`src/rtl/vline_pkg.sv`:
```
// Shared constants for the vertical-line motion controller: FSM state encoding,
// screen Y limits, direction encoding and a saturating counter helper.
package vline_pkg;

  typedef enum logic [2:0] {
    S_IDLE   = 3'd0,
    S_LOAD   = 3'd1,
    S_ARM    = 3'd2,
    S_WAIT   = 3'd3,
    S_STEP   = 3'd4,
    S_PARKED = 3'd5
  } vline_state_e;

  localparam int unsigned Y_MIN  = 18;
  localparam int unsigned Y_MAX  = 487;
  localparam logic        DIR_UP = 1'b1;
  localparam logic        DIR_DW = 1'b0;

  function automatic logic [7:0] sat_inc8(input logic [7:0] v);
    return (v == 8'hFF) ? v : v + 8'd1;
  endfunction

endpackage

```
`src/rtl/vline_motion_ctrl_if.sv`:
```
// Control/strobe bundle between the motion controller and its surroundings
// (frame timing, start/halt, counter limit flags in; counter strobes and status out).
interface vline_motion_ctrl_if;
  logic       frame_tick;
  logic       start;
  logic       halt;
  logic       dir_in;
  logic       at_top;
  logic       at_bot;
  logic       UP;
  logic       DW;
  logic       LD;
  logic       moving;
  logic       dir;
  logic [7:0] bounce_cnt;

  modport master (
    output frame_tick, start, halt, dir_in, at_top, at_bot,
    input  UP, DW, LD, moving, dir, bounce_cnt
  );

  modport slave (
    input  frame_tick, start, halt, dir_in, at_top, at_bot,
    output UP, DW, LD, moving, dir, bounce_cnt
  );
endinterface

```
`src/rtl/vline_frame_div.sv`:
```
// 8-bit frame_tick divider: fire pulses on the tick that completes FRAME_DIV ticks.
// clr holds the count at zero whenever the controller is not waiting.
module vline_frame_div #(
  parameter int unsigned FRAME_DIV = 2
) (
  input  logic clk,
  input  logic reset,
  input  logic clr,
  input  logic tick,
  output logic fire
);

  logic [7:0] cnt_q, cnt_d;

  always_comb begin
    fire  = tick && (cnt_q == 8'(FRAME_DIV - 1));
    cnt_d = cnt_q;
    if (clr || fire) cnt_d = 8'd0;
    else if (tick)   cnt_d = cnt_q + 8'd1;
  end

  always_ff @(posedge clk) begin
    if (reset) cnt_q <= 8'd0;
    else       cnt_q <= cnt_d;
  end

endmodule

```
`src/rtl/vline_motion_ctrl.sv`:
```
// Vertical-line motion controller: converts frame ticks and start/halt into UP/DW/LD
// strobes for the Y counter. Define VLINE_BOUNCE_EN to reverse at screen edges instead of parking.
module vline_motion_ctrl
  import vline_pkg::*;
#(
  parameter int unsigned FRAME_DIV = 2,
  parameter int unsigned STEP      = 1
) (
  input  logic                 clk,
  input  logic                 reset,
  vline_motion_ctrl_if.slave   bus
);

  vline_state_e state_q, state_d;
  logic [3:0]   step_q, step_d;
  logic         dir_q, dir_d;
  logic [7:0]   bounce_q, bounce_d;
  logic         ld_q, ld_d;
  logic         moving_q, moving_d;

  logic halt_act, both_hit, limit_hit, step_last, fire, strobe_ok;

  assign halt_act  = bus.halt && (state_q != S_IDLE);
  assign both_hit  = bus.at_top && bus.at_bot;
  assign limit_hit = (dir_q == DIR_UP) ? bus.at_top : bus.at_bot;
  assign step_last = (step_q == 4'(STEP - 1));

  vline_frame_div #(.FRAME_DIV(FRAME_DIV)) u_div (
    .clk   (clk),
    .reset (reset),
    .clr   ((state_q != S_WAIT) || halt_act),
    .tick  (bus.frame_tick && (state_q == S_WAIT) && !halt_act),
    .fire  (fire)
  );

  always_ff @(posedge clk) begin
    if (reset) begin
      state_q  <= S_IDLE;
      step_q   <= 4'd0;
      dir_q    <= 1'b0;
      bounce_q <= 8'd0;
      ld_q     <= 1'b0;
      moving_q <= 1'b0;
    end else begin
      state_q  <= state_d;
      step_q   <= step_d;
      dir_q    <= dir_d;
      bounce_q <= bounce_d;
      ld_q     <= ld_d;
      moving_q <= moving_d;
    end
  end

  always_comb begin
    state_d  = state_q;
    step_d   = step_q;
    dir_d    = dir_q;
    bounce_d = bounce_q;
    if (halt_act) begin
      state_d = S_IDLE;
    end else begin
      case (state_q)
        S_IDLE:   if (bus.start) state_d = S_LOAD;
        S_LOAD: begin
          dir_d    = bus.dir_in;
          bounce_d = 8'd0;
          state_d  = S_ARM;
        end
        S_ARM:    state_d = S_WAIT;
        S_WAIT: begin
          if (fire) begin
            step_d  = 4'd0;
            state_d = S_STEP;
          end
        end
        S_STEP: begin
          step_d = step_q + 4'd1;
          if (both_hit) begin
            state_d = S_PARKED;
          end else if (limit_hit) begin
`ifdef VLINE_BOUNCE_EN
            // The reversal cycle consumes a step; remaining steps go the other way.
            dir_d    = ~dir_q;
            bounce_d = sat_inc8(bounce_q);
            if (step_last) state_d = S_WAIT;
`else
            state_d = S_PARKED;
`endif
          end else if (step_last) begin
            state_d = S_WAIT;
          end
        end
        S_PARKED: if (bus.start) state_d = S_LOAD;
        default:  state_d = S_IDLE;
      endcase
    end
  end

  // Strobes are gated by the live limit flags and halt so no move is issued at the edge.
  always_comb begin
    strobe_ok = (state_q == S_STEP) && !halt_act && !both_hit && !limit_hit;
    ld_d      = (state_d == S_LOAD);
    moving_d  = (state_d == S_ARM) || (state_d == S_WAIT) || (state_d == S_STEP);
  end

  assign bus.UP         = strobe_ok && (dir_q == DIR_UP);
  assign bus.DW         = strobe_ok && (dir_q == DIR_DW);
  assign bus.LD         = ld_q;
  assign bus.moving     = moving_q;
  assign bus.dir        = dir_q;
  assign bus.bounce_cnt = bounce_q;

endmodule

```
`src/flat_wrapper.sv`:
```
// flat-port wrapper written by rule: the top's interface ports become plain ports
module vline_motion_ctrl_flat import vline_pkg::*;
#(
  parameter int unsigned FRAME_DIV = 2,
  parameter int unsigned STEP      = 1
)
  (clk, reset, bus_frame_tick, bus_start, bus_halt, bus_dir_in, bus_at_top, bus_at_bot, bus_UP, bus_DW, bus_LD, bus_moving, bus_dir, bus_bounce_cnt);
  vline_motion_ctrl_if bus_i ();
  input  logic clk;
  input  logic reset;
  input wire logic [$bits(bus_i.frame_tick)-1:0] bus_frame_tick;
  input wire logic [$bits(bus_i.start)-1:0] bus_start;
  input wire logic [$bits(bus_i.halt)-1:0] bus_halt;
  input wire logic [$bits(bus_i.dir_in)-1:0] bus_dir_in;
  input wire logic [$bits(bus_i.at_top)-1:0] bus_at_top;
  input wire logic [$bits(bus_i.at_bot)-1:0] bus_at_bot;
  output wire logic [$bits(bus_i.UP)-1:0] bus_UP;
  output wire logic [$bits(bus_i.DW)-1:0] bus_DW;
  output wire logic [$bits(bus_i.LD)-1:0] bus_LD;
  output wire logic [$bits(bus_i.moving)-1:0] bus_moving;
  output wire logic [$bits(bus_i.dir)-1:0] bus_dir;
  output wire logic [$bits(bus_i.bounce_cnt)-1:0] bus_bounce_cnt;
  assign bus_i.frame_tick = bus_frame_tick;
  assign bus_i.start = bus_start;
  assign bus_i.halt = bus_halt;
  assign bus_i.dir_in = bus_dir_in;
  assign bus_i.at_top = bus_at_top;
  assign bus_i.at_bot = bus_at_bot;
  assign bus_UP = bus_i.UP;
  assign bus_DW = bus_i.DW;
  assign bus_LD = bus_i.LD;
  assign bus_moving = bus_i.moving;
  assign bus_dir = bus_i.dir;
  assign bus_bounce_cnt = bus_i.bounce_cnt;
  vline_motion_ctrl #(.FRAME_DIV(FRAME_DIV), .STEP(STEP)) u_core (.clk(clk), .reset(reset), .bus(bus_i));
endmodule
```
`config.mk`:
```
export PLATFORM = sky130hd
export DESIGN_NAME = vline_motion_ctrl_flat
export DESIGN_NICKNAME = d
export VERILOG_FILES = /design/src/rtl/vline_pkg.sv /design/src/rtl/vline_motion_ctrl_if.sv /design/src/rtl/vline_frame_div.sv /design/src/rtl/vline_motion_ctrl.sv /design/src/flat_wrapper.sv
export SDC_FILE = /design/constraint.sdc
export NUM_CORES = 1
export LEC_CHECK = 0
export BUFFER_PORTS_ARGS = -buffer_cell sky130_fd_sc_hd__buf_2
export CORE_MARGIN = 4
export CORE_UTILIZATION = 53
export DETAILED_ROUTE_END_ITERATION = 10
export GPL_TIMING_DRIVEN = 1
export PLACE_DENSITY = 0.79
export SLEW_MARGIN = 10
export SYNTH_ARGS = -nofsm -noshare
export SYNTH_HDL_FRONTEND = slang
export SYNTH_SLANG_ARGS = --single-unit
```
`constraint.sdc`:
```
create_clock -name clk -period 2.2 [get_ports clk]
set_input_delay 0.33 -clock clk [delete_from_list [all_inputs] [get_ports clk]]
set_output_delay 0.33 -clock clk [all_outputs]
set_load 0.05 [all_outputs]
```
==> metrics.csv, run 1 <==
metric,value,unit
rsz0062_at_grt,no,
reg2reg_to,u_core.step_q[3],
startpoint_type,register,
synth-seq-cells,18,
cp.required,1.87,ns
drc,0,
core,0.001962,mm^2
initial_core_util,0.5599,
cp.arrival,1.69,ns
diodes,0,
synth_cell_type_count,44,
drt_iter0_markers,15,
r2r_start,u_core.u_div.cnt_q[0],
die_h,53.53,um
final_common_cell,dfxtp_1,
holdCritStartpoint,bus_dir_in,
viasPerCell,5.376,
synthArstFlopShare,0,
synth_warnings,0,
antenna_left,0,
synth-compound-area-share,0.1355,
p_leak,0.4392,nW
worst_pin_slew,0.5448,ns
hp-class,in2reg,
rows,16,
wl_per_cell,12.21,um
syn_area,0.001099,mm^2
dp_hpwl,1.510,mm
crit_path_end_kind,primary output,
hold_end,u_core.bus.dir,
final_cell_mix,"dfxtp_1 (18), nor2_1 (12), buf_2 (12)",
cts.path.max_buffers,2,
dp.cells,153,
cts-buffers-inserted,3,
postCtsHoldBufs,0,
final_net_count,143,
portBuffers,12,
first_global_vias,777,
vias,844,
synth_top_family_by_area,simple AND/OR/NAND/NOR gates,
min_period,2.021,ns
grt_first_pass_wirelength,3.153,mm
worstSkewPairLatency,0.29,ns
grtUsageTotal,0.1479,
stdcell_count,157,
timing.reg2reg.setup_slack,0.32,ns
drv_slew,0,
area_growth,4.783,%
ir_drop,393.7,uV
clock-sinks,18,
dr.pass1.iters,4,
root_buffer,clkbuf_4,
antenna_found_initial,0,
finClkSkew,0.005058,ns
wl,1.917,mm
fp.dieArea,0.002865,mm^2
cp.depth,3,
grt_overflow,0,
crit_chain,or3b_4 > nor4b_2 > buf_2,
htreeDepth,1,
gp_routability_congestion,0.7716,
io-pin-count,21,
setup-violations-final,0,
synth_ff_type,dfxtp_1,
die_width,53.53,um
synth_xor_area_frac,0.04784,
r2r_cells,5,
synth_area_per_cell,9.005,um^2
synth_mux_area_frac,0.02847,
synth-simple-area-share,0.2893,
yosysSeqAreaShare,0.3280,
crit_path_max_fanout,8,
drive_above_1_share,0.2000,
power_density,721.1,mW/mm^2
post-route-util,0.5867,
grt_start_max_net_pins,12,
syn_inst,122,
status,completed,
yosys.area_share.adder,0.04556,
crit_buf_inv,1,
fin_setup_tns,0,ns
synth_edf_count,0,
cap_violations,0,
period_share,0.9186,
critical-path-slowest-cell,or3b_4,
whs_path_depth,3,
slowest_delay,0.47,ns
max_slew_margin,0.6317,
hold_viol,0,
cp_top_family,simple AND/OR/NAND/NOR gates,
path_clk_slew,0.10,ns
fmax,494.8,MHz
cts_tree,built,
p_total,0.8301,mW
critPathKind,reg2out,
## tightest hold or removal path: cells and delay by family
kind / cells / cell delay, ns
muxes: 1 / 0.06
and+or+nand+nor: 1 / 0.09
buffers and inverters: 1 / 0.08
## registers in the layout (all words and copies together), names as in the netlist
register,count
u_core.step_q,4
u_core.bus.moving,1
u_core.bus.LD,1
u_core.bus.dir,1
u_core.state_q,3
u_core.u_div.cnt_q,8
## logic make-up after synthesis
| kind of cell | count (synthesis) |
|---|---|
| xor gates and xnor gates | 6 |
| muxes | 3 |
| DFF | 18 |
| AOI/OAI and AO/OA | 21 |
| buffers and inverters | 19 |
| other | 1 |
| adders and majority gates | 4 |
| and+or+nand+nor | 50 |
## power by group
group | switching (mW) | leakage, nW | internal, mW | total [mW]
sequential | 0.0386 | 0.146 | 0.355 | 0.394
clock | 0.0985 | 0.0210 | 0.101 | 0.199
combinational | 0.153 | 0.272 | 0.0840 | 0.237
total | 0.290 | 0.439 | 0.540 | 0.830
## layout make-up
cell class,count,area (um^2)
Clock buffer,4,36.28
Fill cell,188,810.8
Inverter,4,15.01
Multi-Input combinational cell,92,645.6
Sequential cell,18,360.3
Tap cell,27,33.78
Timing Repair Buffer,12,60.06
## worst max-delay path by stage
| stage | start | to | slack, ns |
|---|---|---|---|
| finish | u_core.state_q[2] | bus_UP | 0.18 |
| global route | u_core.state_q[2] | bus_UP | 0.07 |
| CTS | u_core.state_q[2] | bus_UP | 0.07 |
| detailed placement | bus_halt | u_core.step_q[3] | 0.33 |
| global placement | bus_halt | u_core.step_q[3] | 0.39 |
| floorplan | u_core.state_q[0] | bus_UP | 0.02 |
## through the flow
stage / area [um^2] / worst slack, ns / hold slack, ns
final: 1151 / 0.1790 / 0.3006
after global routing: 1151 / 0.06796 / 0.3088
after CTS: 1149 / 0.06756 / 0.2964
after detailed placement: 1112 / 0.3322 / 0.4815
after global placement: 1112 / 0.3869 / 0.4759
after floorplan: 1137 / 0.01763 / 0.4588
## per-layer routing
layer / GRT usage / wire length (um)
met1: 0.1749 / 856
met2: 0.2592 / 979
met3: 0.02535 / 67
met4: 0.06383 / 13
met5: 0 / 0
## repair_timing
action / 4_1_cts / 5_1_grt
endpoints found under the setup margin: 0 / 1
resized for setup: 0 / 1
setup buffers: 0 / 0
## Yosys cell counts (2+ instances only)
master,instances,area (um^2)
dfxtp_1,18,360.4
nor2_1,12,45.04
buf_4,8,60.06
a21oi_1,7,35.03
nand3_1,5,25.02
nor4b_1,5,43.79
xor2_1,5,43.79
buf_6,4,45.04
ha_1,4,50.05
inv_1,4,15.01
nand2b_1,4,25.02
nand2_1,3,11.26
nor3_1,3,15.01
o32ai_1,3,26.28
and2_1,2,12.51
and4_1,2,17.52
buf_2,2,10.01
mux2i_1,2,20.02
nand3b_1,2,15.01
o21ai_0,2,10.01
or3_1,2,12.51
No activity file was read; power rests on OpenSTA's default activity.
==> run 2: changes to the inputs <==
- CTS_BUF_LIST: default -> sky130_fd_sc_hd__clkbuf_16
==> run 2 against run 1 <==
Setup slack got worse by 0.054 ns. Global-route usage rose by 0.75 points. Worst hold slack gained 0.043 ns. Via count down 0.12%. Clock power increased by 79%. First-iteration DRC count down 27%. Flip-flop and latch count unchanged.
==> metrics.csv, run 2 (synthesized netlist as in run 1, its figures left out) <==
metric,value,unit,change
status,completed,,
cts_tree,built,,
p_comb_frac,0.241,,-0.045
finClkSkew,0.001036,ns,-0.004022 ns
drive_above_1_share,0.1846,,-0.01538
crit_buf_inv,1,,unchanged
largest_reg_flops,8,,unchanged
pwr-share-seq,0.398,,-0.076
cts_setup_buffers,0,,unchanged
use_met3,0.03380,,+0.008451
intPower,0.6813,mW,+26%
crit_chain,or3b_1 > nor4b_2 > buf_2,,
cts.path.max_buffers,2,,unchanged
setup-violations-final,0,,unchanged
period_share,0.9431,,+0.02444
diodes,0,,unchanged
min_period,2.075,ns,+0.05377 ns
ir_drop,509.4,uV,+29%
grt_busiest_layer,met2,,
regMostFlops,u_core.u_div.cnt_q,,
met1_usage,0.1763,,+0.001399
grt_overflow,0,,unchanged
worst_pin_slew,0.5497,ns,+0.004846 ns
root_buffer,clkbuf_16,,
cp.required,1.87,ns,about the same
dr.pass1.iters,4,,unchanged
area_growth,8.428,%,
hold_viol,0,,unchanged
fmax,482.0,MHz,-2.6%
drc,0,,unchanged
cp_top_family,simple AND/OR/NAND/NOR gates,,
drv_slew,0,,unchanged
drt_iter0_markers,11,,-4
io-pin-count,21,,unchanged
portBuffers,12,,unchanged
grt_start_max_net_pins,12,,unchanged
hp-class,in2reg,,
htreeDepth,1,,unchanged
cp.arrival,1.74,ns,+0.05 ns
crit_path_max_fanout,8,,unchanged
final.setup.worst_slack,0.1253,ns,-0.05377 ns
wl,1.978,mm,+3.2%
grtUsageTotal,0.1554,,+0.007481
worstSkewPairLatency,0.25,ns,-0.04 ns
wl_per_cell,12.60,um,+3.2%
critical-path-slowest-cell,or3b_1,,
nFillCells,178,,-5.3%
antenna_left,0,,unchanged
first_global_vias,799,,+2.8%
p_sw_frac,0.3097,,-0.04016
initial_core_util,0.5599,,unchanged
gp_routability_congestion,0.7716,,unchanged
dp_hpwl,1.510,mm,unchanged
critPathKind,reg2out,,
viasPerCell,5.369,,-0.12%
use_met2,0.2714,,+0.01224
die_h,53.53,um,unchanged
fp.dieArea,0.002865,mm^2,unchanged
vias,843,,-0.12%
cts-buffers-inserted,3,,unchanged
power_density,828.6,mW/mm^2,+15%
rows,16,,unchanged
antenna_found_initial,0,,unchanged
final_cell_mix,"dfxtp_1 (18), nor2_1 (12), buf_2 (12)",,
holdWs,0.3431,ns,+0.04253 ns
crit_path_end_kind,primary output,,
reg_top3,"u_core.u_div.cnt_q x8, u_core.step_q x4, u_core.state_q x3",,
post_cts_resized,0,,unchanged
cap_violations,0,,unchanged
timing.reg2reg.setup_slack,0.30,ns,-0.02 ns
path_clk_slew,0.05,ns,-0.05 ns
final_common_cell,dfxtp_1,,
clock-sinks,18,,unchanged
core,0.001962,mm^2,unchanged
pre_cts_ws,0.3322,ns,unchanged
fin_setup_tns,0,ns,unchanged
final_net_count,143,,unchanged
grt_first_pass_wirelength,3.277,mm,+3.9%
startpoint_type,register,,
rsz0062_at_grt,no,,
slowest_delay,0.53,ns,+0.06 ns
p_switching,0.3057,mW,+5.3%
die_width,53.53,um,unchanged
p_leak,0.4539,nW,+3.4%
power.share.clock,0.361,,+0.121
max_slew_margin,0.6284,,-0.003276
postCtsHoldBufs,0,,unchanged
==> run 2: per-layer routing <==
layer	routed length, um	vias to the layer above
li1	-	435
met5	0	-
met1	869	380
met2	984	23
met3	91	5
met4	33	0
==> run 2: area by class of cell <==
class | instances | area, um^2 | area share
timing repair buffer | 12 | 60.06 | 0.05042
clock inverter | 1 | 3.754 | 0.003151
tap | 27 | 33.78 | 0.02836
sequential | 18 | 360.3 | 0.3025
inverter | 4 | 15.01 | 0.01261
clock buffer | 3 | 75.07 | 0.06303
multi-input combinational | 92 | 643.1 | 0.5399
==> run 2: path summary, 6_finish.rpt <==
path / from / end / depth (start not counted)
worst max-delay path: u_core.state_q[2] / bus_UP / 3
worst max register to register: u_core.u_div.cnt_q[0] / u_core.step_q[2] / 5
worst min register to register: u_core.u_div.cnt_q[7] / u_core.u_div.cnt_q[7] / 2
worst min-delay path: bus_dir_in / u_core.bus.dir / 3
==> run 2: stage by stage <==
| step | utilization | total power [mW] | instances | area (um^2) |
|---|---|---|---|---|
| finish | 0.6071 | 0.9870 | 157 | 1191 |
| CTS | 0.6071 | 0.9927 | 157 | 1191 |
| floorplan | - | 0.6271 | 129 | 1137 |
| global route | 0.6071 | 1.035 | 157 | 1191 |
| detailed placement | 0.5670 | 0.6368 | 153 | 1112 |
| global placement | 0.5670 | 0.6304 | 153 | 1112 |
==> run 2: power by group through the flow <==
stage	clock network (mW)	logic, mW	registers, mW
floorplan	0	0.205	0.423
global placement	0	0.233	0.398
detailed placement	0	0.237	0.400
CTS	0.363	0.237	0.393
global route	0.377	0.260	0.398
finish	0.357	0.237	0.393
==> run 2: worst min-delay path: stages <==
cell     delay (ns)
buf_2          0.08
mux2i_1        0.05
nor2_1         0.09
==> run 3: changes to the inputs <==
- CORE_UTILIZATION: 53 -> 40
- CTS_CLUSTER_SIZE: default -> 24
- PLACE_DENSITY: 0.79 -> 0.63
==> run 3 against run 2 <==
Sequential power barely moved. Via count down 0.12%. Clock power about the same. Die area rose by 27%. Non-clock buffer count rose by 1. Critical path type unchanged. Clock skew grew 0.0010 ns. Cell count grew 1.9%. Flip-flop and latch count unchanged. Largest cell class unchanged. Critical endpoint unchanged. Core utilization shrank 14 points.
==> metrics.csv, run 3 (synthesized netlist as in run 1, its figures left out) <==
metric,value,unit,change
status,completed,,
reg_top3,"u_core.u_div.cnt_q x8, u_core.step_q x4, u_core.state_q x3",,
viasPerCell,5.263,,-2.0%
diodes,0,,unchanged
crit_buf_inv,1,,unchanged
largest_reg_flops,8,,unchanged
io-pin-count,21,,unchanged
core,0.002545,mm^2,+30%
initial_core_util,0.4317,,-0.1283
r2r_start,u_core.state_q[1],,
grt_overflow,0,,unchanged
dp_hpwl,1.524,mm,+0.92%
final_common_cell,dfxtp_1,,
grt_first_pass_wirelength,3.401,mm,+3.8%
cp.arrival,1.75,ns,about the same
first_global_vias,782,,-2.1%
die_width,60.41,um,+13%
stdcell_count,160,,+1.9%
final_net_count,144,,+0.70%
cts.path.max_buffers,2,,unchanged
use_met2,0.2052,,-0.06618
reg2reg_to,u_core.step_q[3],,
timing.reg2reg.setup_slack,0.32,ns,+0.02 ns
hp-class,in2reg,,
cap_violations,0,,unchanged
wl,2.055,mm,+3.9%
hold_end,u_core.bus.dir,,
min_period,2.077,ns,+0.002363 ns
postCtsHoldBufs,0,,unchanged
wl_per_cell,12.84,um,+1.9%
multi_input_area,643.1,um^2,unchanged
die_h,60.41,um,+13%
antenna_found_initial,0,,unchanged
dp.cells,157,,+2.6%
critical-path-slowest-cell,or3b_1,,
max_slew_margin,0.6637,,+0.03536
fin_area,0.001199,mm^2,+0.63%
dr.pass1.iters,4,,unchanged
antenna_left,0,,unchanged
vias,842,,-0.12%
grt_start_max_net_pins,12,,unchanged
placed_area,0.001124,mm^2,+1.0%
post_cts_resized,0,,unchanged
gp_routability_congestion,0.8175,,+5.9%
root_buffer,clkbuf_16,,
fp.dieArea,0.003649,mm^2,+27%
cp_top_family,simple AND/OR/NAND/NOR gates,,
power_density,823.8,mW/mm^2,-0.59%
met1_usage,0.1456,,-0.03065
cts-buffers-inserted,3,,unchanged
fmax,481.4,MHz,-0.11%
holdCritStartpoint,bus_dir_in,,
clock-sinks,18,,unchanged
setup-violations-final,0,,unchanged
nFillCells,250,,+40%
worstSkewPairLatency,0.25,ns,about the same
p_leak,0.4565,nW,+0.57%
portBuffers,12,,unchanged
slowest_delay,0.53,ns,about the same
rows,18,,+2
r2r_cells,4,,-1
worst_pin_slew,0.4974,ns,-0.05230 ns
crit_path_max_fanout,8,,unchanged
grt_busiest_layer,met2,,
drv_slew,0,,unchanged
hold_viol,0,,unchanged
startpoint_type,register,,
ir_drop,563.0,uV,+11%
drt_iter0_markers,22,,+11
area_growth,9.112,%,
cp.required,1.87,ns,about the same
cts_tree,built,,
crit_path_end_kind,primary output,,
final_cell_mix,"dfxtp_1 (18), nor2_1 (12), buf_2 (12)",,
crit_chain,or3b_1 > nor4b_2 > buf_2,,
fin_setup_tns,0,ns,unchanged
use_met3,0.04468,,+0.01088
finClkSkew,0.002084,ns,+0.001048 ns
drc,0,,unchanged
period_share,0.9441,,+0.001074
regArea,360.3,um^2,unchanged
cts_setup_buffers,0,,unchanged
regMostFlops,u_core.u_div.cnt_q,,
drive_above_1_share,0.1923,,+0.007692
rsz0062_at_grt,no,,
htreeDepth,1,,unchanged
grtUsageTotal,0.1259,,-0.02954
path_clk_slew,0.05,ns,about the same
whs_path_depth,3,,unchanged
critPathKind,reg2out,,
holdWs,0.3266,ns,-0.01654 ns
==> run 3: cell count changes in the layout (fill, tap and decap cells not counted), sizes merged <==
cell / before / now
clkinv: 1 / 0
buf: 12 / 13
==> run 3: final cells by class <==
class	instances	share of cell area
repair buffers	13	0.05637
clock buffers	3	0.06263
multi-input cells	92	0.5365
inverters	4	0.01253
well taps	30	0.03132
flip-flops and latches	18	0.3006
==> run 3: routing by layer <==
metal / wire length (um) / vias up
met5: 0 / -
met2: 1003 / 18
met1: 894 / 379
li1: - / 441
met4: 27 / 0
met3: 129 / 4
==> run 3: worst max path at each step <==
stage / slack [ns] / cells past startpoint / startpoint / to
final: 0.12 / 3 / u_core.state_q[2] / bus_UP
after CTS: 0.11 / 3 / u_core.state_q[2] / bus_UP
after global placement: 0.37 / 5 / bus_halt / u_core.step_q[3]
after detailed placement: 0.30 / 5 / bus_halt / u_core.step_q[3]
after global routing: 0.08 / 3 / u_core.state_q[2] / bus_UP
after floorplan: 0.02 / 4 / u_core.state_q[0] / bus_UP
==> run 3: power breakdown <==
group | switching [mW] | leakage (nW) | internal (mW) | total (mW)
combinational | 0.153 | 0.274 | 0.0847 | 0.237
clock | 0.115 | 0.0370 | 0.239 | 0.354
sequential | 0.0401 | 0.146 | 0.356 | 0.396
==> run 3: stage by stage <==
stage	util	setup slack (ns)	power, mW
floorplan	-	0.01763	0.6271
global placement	0.4415	0.3720	0.6348
detailed placement	0.4415	0.2950	0.6366
CTS	0.4710	0.1063	1.001
global route	0.4710	0.07738	1.041
finish	0.4710	0.1229	0.9874
==> run 3: worst register-to-register path: stages (launching register included) <==
cell and delay [ns]:
dfxtp_1 0.50, and4bb_1 0.52, nand4_1 0.23, a21oi_1 0.34, o32ai_1 0.15
